### config.mk
export PLATFORM = sky130hd
export DESIGN_NAME = store_write_buffer_flat
export DESIGN_NICKNAME = d
export VERILOG_FILES = /design/src/rtl/store_write_buffer_if.sv /design/src/rtl/store_write_buffer.sv /design/src/flat_wrapper.sv
export SDC_FILE = /design/constraint.sdc
export NUM_CORES = 1
export LEC_CHECK = 0
export ABC_AREA = 0
export BUFFER_PORTS_ARGS = -buffer_cell sky130_fd_sc_hd__buf_2
export CORE_ASPECT_RATIO = 1.5
export CORE_MARGIN = 2
export CORE_UTILIZATION = 54
export DETAILED_ROUTE_END_ITERATION = 8
export GPL_ROUTABILITY_DRIVEN = 0
export GPL_TIMING_DRIVEN = 0
export MAX_ROUTING_LAYER = met4
export PLACE_DENSITY = 0.78
export REMOVE_ABC_BUFFERS = 1
export SLEW_MARGIN = 20
export SYNTH_ARGS = -nofsm -noshare
export SYNTH_HDL_FRONTEND = slang
export SYNTH_SLANG_ARGS = --single-unit
### constraint.sdc
create_clock -name clk -period 5.9 [get_ports clk]
set_input_delay 1.18 -clock clk [delete_from_list [all_inputs] [get_ports clk]]
set_output_delay 1.18 -clock clk [all_outputs]
set_load 0.02 [all_outputs]
### src/rtl/store_write_buffer_if.sv
// Store-input and memory-write handshake bundle for the store write buffer.
interface store_write_buffer_if;
  localparam int unsigned ADDR_W = 32;
  localparam int unsigned DATA_W = 32;
  localparam int unsigned BE_W   = 4;

  logic              in_valid;
  logic [ADDR_W-1:0] in_addr;
  logic [DATA_W-1:0] in_data;
  logic [BE_W-1:0]   in_be;
  logic              in_ready;

  logic              mem_req;
  logic [ADDR_W-1:0] mem_addr;
  logic [DATA_W-1:0] mem_wdata;
  logic [BE_W-1:0]   mem_be;
  logic              mem_gnt;

  // Buffer side: accepts stores, issues memory writes.
  modport slave (
    input  in_valid, in_addr, in_data, in_be, mem_gnt,
    output in_ready, mem_req, mem_addr, mem_wdata, mem_be
  );

  // Environment side: store queue plus data memory port.
  modport master (
    output in_valid, in_addr, in_data, in_be, mem_gnt,
    input  in_ready, mem_req, mem_addr, mem_wdata, mem_be
  );
endinterface

### src/rtl/store_write_buffer.sv
// Post-commit store write buffer: circular FIFO draining to memory, with
// youngest-first load forwarding lookup and a fence drain mode.
module store_write_buffer #(
  parameter int unsigned SIZE  = 4,
  parameter int unsigned IDX_W = $clog2(SIZE)
) (
  input  logic                clk,
  input  logic                rst,
  store_write_buffer_if.slave bus,
  input  logic [31:0]         lk_addr,
  output logic                lk_hit,
  output logic                lk_partial,
  output logic [31:0]         lk_data,
  input  logic                fence_req,
  output logic                fence_ack,
  output logic                empty,
  output logic [IDX_W:0]      count
);

  localparam int unsigned CNT_W = IDX_W + 1;
  localparam int unsigned WA_W  = 30;

  typedef enum logic [1:0] {IDLE, REQ, FENCE} state_t;

  state_t           state_q, state_d;
  logic [IDX_W-1:0] head_q, head_d;
  logic [IDX_W-1:0] tail_q, tail_d;
  logic [CNT_W-1:0] count_q, count_d;
  logic [WA_W-1:0]  addr_q [SIZE];
  logic [WA_W-1:0]  addr_d [SIZE];
  logic [31:0]      data_q [SIZE];
  logic [31:0]      data_d [SIZE];
  logic [3:0]       be_q   [SIZE];
  logic [3:0]       be_d   [SIZE];
  logic [SIZE-1:0]  vld_q, vld_d;

  logic in_ready_c;
  logic mem_req_c;
  logic push;
  logic pop;
  logic unused_addr_bits;

  // Handshake outputs are decoded from registered state only.
  assign in_ready_c    = (count_q < CNT_W'(SIZE)) && (state_q != FENCE);
  assign mem_req_c     = (state_q != IDLE) && (count_q != '0);
  assign push          = bus.in_valid && in_ready_c;
  assign pop           = mem_req_c && bus.mem_gnt;

  assign bus.in_ready  = in_ready_c;
  assign bus.mem_req   = mem_req_c;
  assign bus.mem_addr  = {addr_q[head_q], 2'b00};
  assign bus.mem_wdata = data_q[head_q];
  assign bus.mem_be    = be_q[head_q];

  assign fence_ack     = (state_q == FENCE) && (count_q == '0) && fence_req;
  assign empty         = (count_q == '0);
  assign count         = count_q;

  // Byte offsets are irrelevant: both store and lookup compare whole words.
  assign unused_addr_bits = ^{lk_addr[1:0], bus.in_addr[1:0]};

  // Forwarding lookup: walk oldest to youngest so the youngest match wins.
  always_comb begin
    logic [IDX_W-1:0] idx;
    lk_hit     = 1'b0;
    lk_partial = 1'b0;
    lk_data    = '0;
    idx        = '0;
    for (int unsigned k = 0; k < SIZE; k++) begin
      idx = head_q + IDX_W'(k);
      if (vld_q[idx] && (addr_q[idx] == lk_addr[31:2])) begin
        lk_hit     = (be_q[idx] == 4'hF);
        lk_partial = (be_q[idx] != 4'hF);
        lk_data    = (be_q[idx] == 4'hF) ? data_q[idx] : '0;
      end
    end
  end

  // Next-state: FIFO push/pop bookkeeping and the drain FSM.
  always_comb begin
    state_d = state_q;
    head_d  = head_q;
    tail_d  = tail_q;
    count_d = count_q;
    addr_d  = addr_q;
    data_d  = data_q;
    be_d    = be_q;
    vld_d   = vld_q;

    // Push and pop never touch the same slot: pop needs count>0, push needs count<SIZE.
    if (push) begin
      addr_d[tail_q] = bus.in_addr[31:2];
      data_d[tail_q] = bus.in_data;
      be_d[tail_q]   = bus.in_be;
      vld_d[tail_q]  = 1'b1;
      tail_d         = tail_q + IDX_W'(1);
    end
    if (pop) begin
      vld_d[head_q] = 1'b0;
      head_d        = head_q + IDX_W'(1);
    end

    case ({push, pop})
      2'b10:   count_d = count_q + CNT_W'(1);
      2'b01:   count_d = count_q - CNT_W'(1);
      default: count_d = count_q;
    endcase

    // A pending fence pre-empts normal draining; FENCE drains identically.
    case (state_q)
      IDLE: begin
        if (fence_req)             state_d = FENCE;
        else if (count_q != '0)    state_d = REQ;
      end
      REQ: begin
        if (fence_req)             state_d = FENCE;
        else if (pop && (count_d == '0)) state_d = IDLE;
      end
      FENCE: begin
        if (!fence_req)            state_d = IDLE;
      end
      default:                     state_d = IDLE;
    endcase
  end

  // State registers with synchronous reset; reset abandons any outstanding write.
  always_ff @(posedge clk) begin
    if (rst) begin
      state_q <= IDLE;
      head_q  <= '0;
      tail_q  <= '0;
      count_q <= '0;
      vld_q   <= '0;
      for (int unsigned i = 0; i < SIZE; i++) begin
        addr_q[i] <= '0;
        data_q[i] <= '0;
        be_q[i]   <= '0;
      end
    end else begin
      state_q <= state_d;
      head_q  <= head_d;
      tail_q  <= tail_d;
      count_q <= count_d;
      vld_q   <= vld_d;
      addr_q  <= addr_d;
      data_q  <= data_d;
      be_q    <= be_d;
    end
  end

endmodule

### src/flat_wrapper.sv
// flat-port wrapper written by rule: the top's interface ports become plain ports
module store_write_buffer_flat 
#(
  parameter int unsigned SIZE  = 4,
  parameter int unsigned IDX_W = $clog2(SIZE)
)
  (clk, rst, lk_addr, lk_hit, lk_partial, lk_data, fence_req, fence_ack, empty, count, bus_in_valid, bus_in_addr, bus_in_data, bus_in_be, bus_mem_gnt, bus_in_ready, bus_mem_req, bus_mem_addr, bus_mem_wdata, bus_mem_be);
  store_write_buffer_if bus_i ();
  input  logic clk;
  input  logic rst;
  input  logic [31:0] lk_addr;
  output logic lk_hit;
  output logic lk_partial;
  output logic [31:0] lk_data;
  input  logic fence_req;
  output logic fence_ack;
  output logic empty;
  output logic [IDX_W:0] count;
  input wire logic [$bits(bus_i.in_valid)-1:0] bus_in_valid;
  input wire logic [$bits(bus_i.in_addr)-1:0] bus_in_addr;
  input wire logic [$bits(bus_i.in_data)-1:0] bus_in_data;
  input wire logic [$bits(bus_i.in_be)-1:0] bus_in_be;
  input wire logic [$bits(bus_i.mem_gnt)-1:0] bus_mem_gnt;
  output wire logic [$bits(bus_i.in_ready)-1:0] bus_in_ready;
  output wire logic [$bits(bus_i.mem_req)-1:0] bus_mem_req;
  output wire logic [$bits(bus_i.mem_addr)-1:0] bus_mem_addr;
  output wire logic [$bits(bus_i.mem_wdata)-1:0] bus_mem_wdata;
  output wire logic [$bits(bus_i.mem_be)-1:0] bus_mem_be;
  assign bus_i.in_valid = bus_in_valid;
  assign bus_i.in_addr = bus_in_addr;
  assign bus_i.in_data = bus_in_data;
  assign bus_i.in_be = bus_in_be;
  assign bus_i.mem_gnt = bus_mem_gnt;
  assign bus_in_ready = bus_i.in_ready;
  assign bus_mem_req = bus_i.mem_req;
  assign bus_mem_addr = bus_i.mem_addr;
  assign bus_mem_wdata = bus_i.mem_wdata;
  assign bus_mem_be = bus_i.mem_be;
  store_write_buffer #(.SIZE(SIZE), .IDX_W(IDX_W)) u_core (.clk(clk), .rst(rst), .bus(bus_i), .lk_addr(lk_addr), .lk_hit(lk_hit), .lk_partial(lk_partial), .lk_data(lk_data), .fence_req(fence_req), .fence_ack(fence_ack), .empty(empty), .count(count));
endmodule
==> metrics <==
register area share after synthesis 30.6%; Worst Path Required 4.72 ns; CTS tree yes; Slew Limit Headroom 32.0%; largest net degree at the start of global routing 129; aggregate routed wire length 70800 microns; Final min period 6.04 ns; die area 35100 sq um; detailed-router iteration count before antenna repair 9; GRT Total Usage 37.3%; Max Cap Viol 0; crit path cell chain buf_12 -> clkinv_16 -> buf_16 -> ha_4 -> buf_4 -> buf_6 -> buf_16 -> mux4_2 -> xnor2_1 -> nand4_1 -> nor2_2 -> nand2_1 -> nor4_4 -> buf_4 -> and4_4 -> buf_6 -> a221oi_1 -> o2bb2ai_1 -> buf_4; wire length per cell 25.5 microns; Max Freq 0.165 GHz; cell count after placement 2618; DRC Markers 6; worst skew pair latency 0.57 ns; first-pass GRT wire length 101000 microns; Fin. Hold Viols 0; H-tree levels 1; RSZ-0062 raised after global routing true; status finished with violations; port bufs 207; routed vias 18.9k; Reg2Reg Depth 11; Primary FF master, synth dfxtp_1; most common cell after layout, fill and taps aside nand2_1; WP data arrival 4.86 ns; slew at the pin closest to its max-slew limit 1.02 ns; vias in the first global route 18.2k; commonest non-fill, non-tap cells in the layout nand2_1, a21oi_1, dfxtp_1, buf_2, mux2i_1; failing checks DRC, setup timing; Static Leakage 7.99 nW; Storage cell area 5550 sq um; Post-Syn Instances 2166; crit path max-delay cell type xnor2_1; Worst Hold Class reg2reg; area of the multi-input gates 12200 sq um; Crit Path Class reg2out; CP endpoint kind output pin; die width 154 microns; ANT nets after route 0; fill count 2576; antenna violations before repair 16; Worst path max stage delay 0.49 ns; asr flop ratio synth 0%; Setup Skew 0.0155 ns; share of cells above drive strength 1 25.2%; syn avg cell area 8.38 sq um; critical path depth 19; Fin Hold WS 0.469 ns; Core ar. 33200 sq um; setup_tns -2.78 ns; Finished Layout Cells 2772; Synth Cell Area 18100 sq um; DR vias/cell 6.83; Worst-path clk slew 0.07 ns; VDD IR max 0.244 mV; initial core utilization 54.6%; CP most frequent cell buf_4; flops & latches, synth 277; Startpoint Class flip-flop; Setup WS pre-CTS -1.68 ns; CTS Sinks 277; yosys warns 0; top cell family by delay on the critical path buffers and inverters; IO Count 214; Max clock buf depth 3; max-slew violations 0; Post-synth EDFFs 0; WP buf/inv 9; hold_buf cts 0; die height 229 microns; Overflow after GRT 0; Worst Path Max Fanout 11; Core Util, Final 66.9%; NumNets Final 2428; Synth-to-Final Area Change 22.6%; row cnt 82; # setup viols final 33; pwr/cell area 234 nW/um^2; Num CTS Buffers 27; clock root cell clkbuf_16; setup ws final -0.144 ns; cell count of the worst hold path 2; Initial DRC Count 2156; period utilisation layout 102%; post-synthesis cell type count 71; HPWL after DPL 39900 microns
## registers in the layout, summed over array words and instances, names as in the netlist
| signal | flops |
|---|---|
| u_core.data_q | 128 |
| u_core.addr_q | 120 |
| u_core.be_q | 16 |
| u_core.vld_q | 4 |
| u_core.count | 3 |
| u_core.head_q | 2 |
| u_core.state_q | 2 |
| u_core.tail_q | 2 |
## worst paths after layout
check | end | slack (ns) | startpoint
setup reg to reg | u_core.state_q[0] | 3.31 | u_core.state_q[0]
setup / recovery | lk_data[30] | -0.14 | u_core.head_q[1]
hold reg to reg | u_core.data_q[49] | 0.47 | u_core.data_q[49]
hold / removal | u_core.data_q[49] | 0.47 | u_core.data_q[49]
## stage by stage
step                instance area (sq um)  power [mW]
finish                              22300        5.21
global route                        22200        5.35
CTS                                 21300        5.12
detailed placement                  19500        3.13
global placement                    18800        3.17
floorplan                           17200        2.78
## cell type report
cell class	instances	area share (%)
well taps	420	2.36
diodes	18	0.202
clock buffers	35	3.40
repair inverters	3	0.129
flip-flops and latches	277	25.0
multi-input cells	1660	54.6
inverters	30	0.720
clock inverters	15	1.09
repair buffers	314	12.5
## cell families (layout without fill, tap and decap cells)
family | count (synthesis) | after routing | share of synthesized area [%]
flip-flops | 277 | 277 | 30.6
multiplexers | 323 | 323 | 22.2
buffers and inverters | 235 | 397 | 5.69
other | 1 | 20 | 0.0207
XOR/XNOR | 113 | 113 | 5.45
adder cells (fa/ha/maj) | 10 | 10 | 0.731
AND/OR/NAND/NOR | 671 | 676 | 15.0
AO/OA/AOI/OAI | 536 | 536 | 20.3
## worst min-delay path: cells and delay by family (launching register included)
family | cells | cell delay, ns
AND/OR/NAND/NOR | 1 | 0.05
flip-flops | 1 | 0.32
AO/OA/AOI/OAI | 1 | 0.05
## where the power goes
group | internal, mW | switching [mW]
Sequential | 1.95 | 0.0772
Combinational | 0.463 | 0.742
Clock | 1.17 | 0.803
Total | 3.58 | 1.62
## metal layers
metal / share of wire [%] / routed length, microns / up-vias / global-route usage (%)
met1: 34 / 23800 / 8900 / 41.2
met3: 11 / 7990 / 462 / 7.62
met5: 0 / 0 / - / -
met2: 46 / 32800 / 1415 / 59.3
li1: - / - / 8144 / -
met4: 8.7 / 6190 / 0 / 27.4
## cell usage after synthesis, types with 3 or more instances
library cell  number  area [sq um]
a211oi_1           9          67.6
a21oi_1          290          1450
a221oi_1          60           526
a221oi_2          15           225
a22oi_1            3          22.5
a2bb2o_4           5           100
a31oi_1            3          18.8
and2_1             5          31.3
and3_1             8          50.1
and4_1             5          43.8
buf_1             23          86.3
buf_2             24           120
buf_4             12          90.1
buf_6             10           113
clkbuf_1         136           510
dfxtp_1          277          5550
ha_1               9           113
inv_1             27           101
mux2_2            72           811
mux2i_1          194          1940
mux4_2            57          1280
nand2_1          555          2080
nand3_1            9          45.0
nand4_1           14          87.6
nor2_1            42           158
nor3_1             7          35.0
nor4_1             9          56.3
o211ai_1           7          52.6
o21ai_0           16          80.1
o221ai_1          69           604
o22ai_1            4          25.0
o2bb2ai_1         27           236
xnor2_1           94           823
xor2_1            19           166
## timing repair
item                       in CTS  in global routing
setup endpoints to repair      34                 34
gates cloned                   13                 14
resized for setup              50                 63
pin swaps                      19                 32
setup buffers                  29                 31
Note: power is estimated with default switching activity, not from simulation.
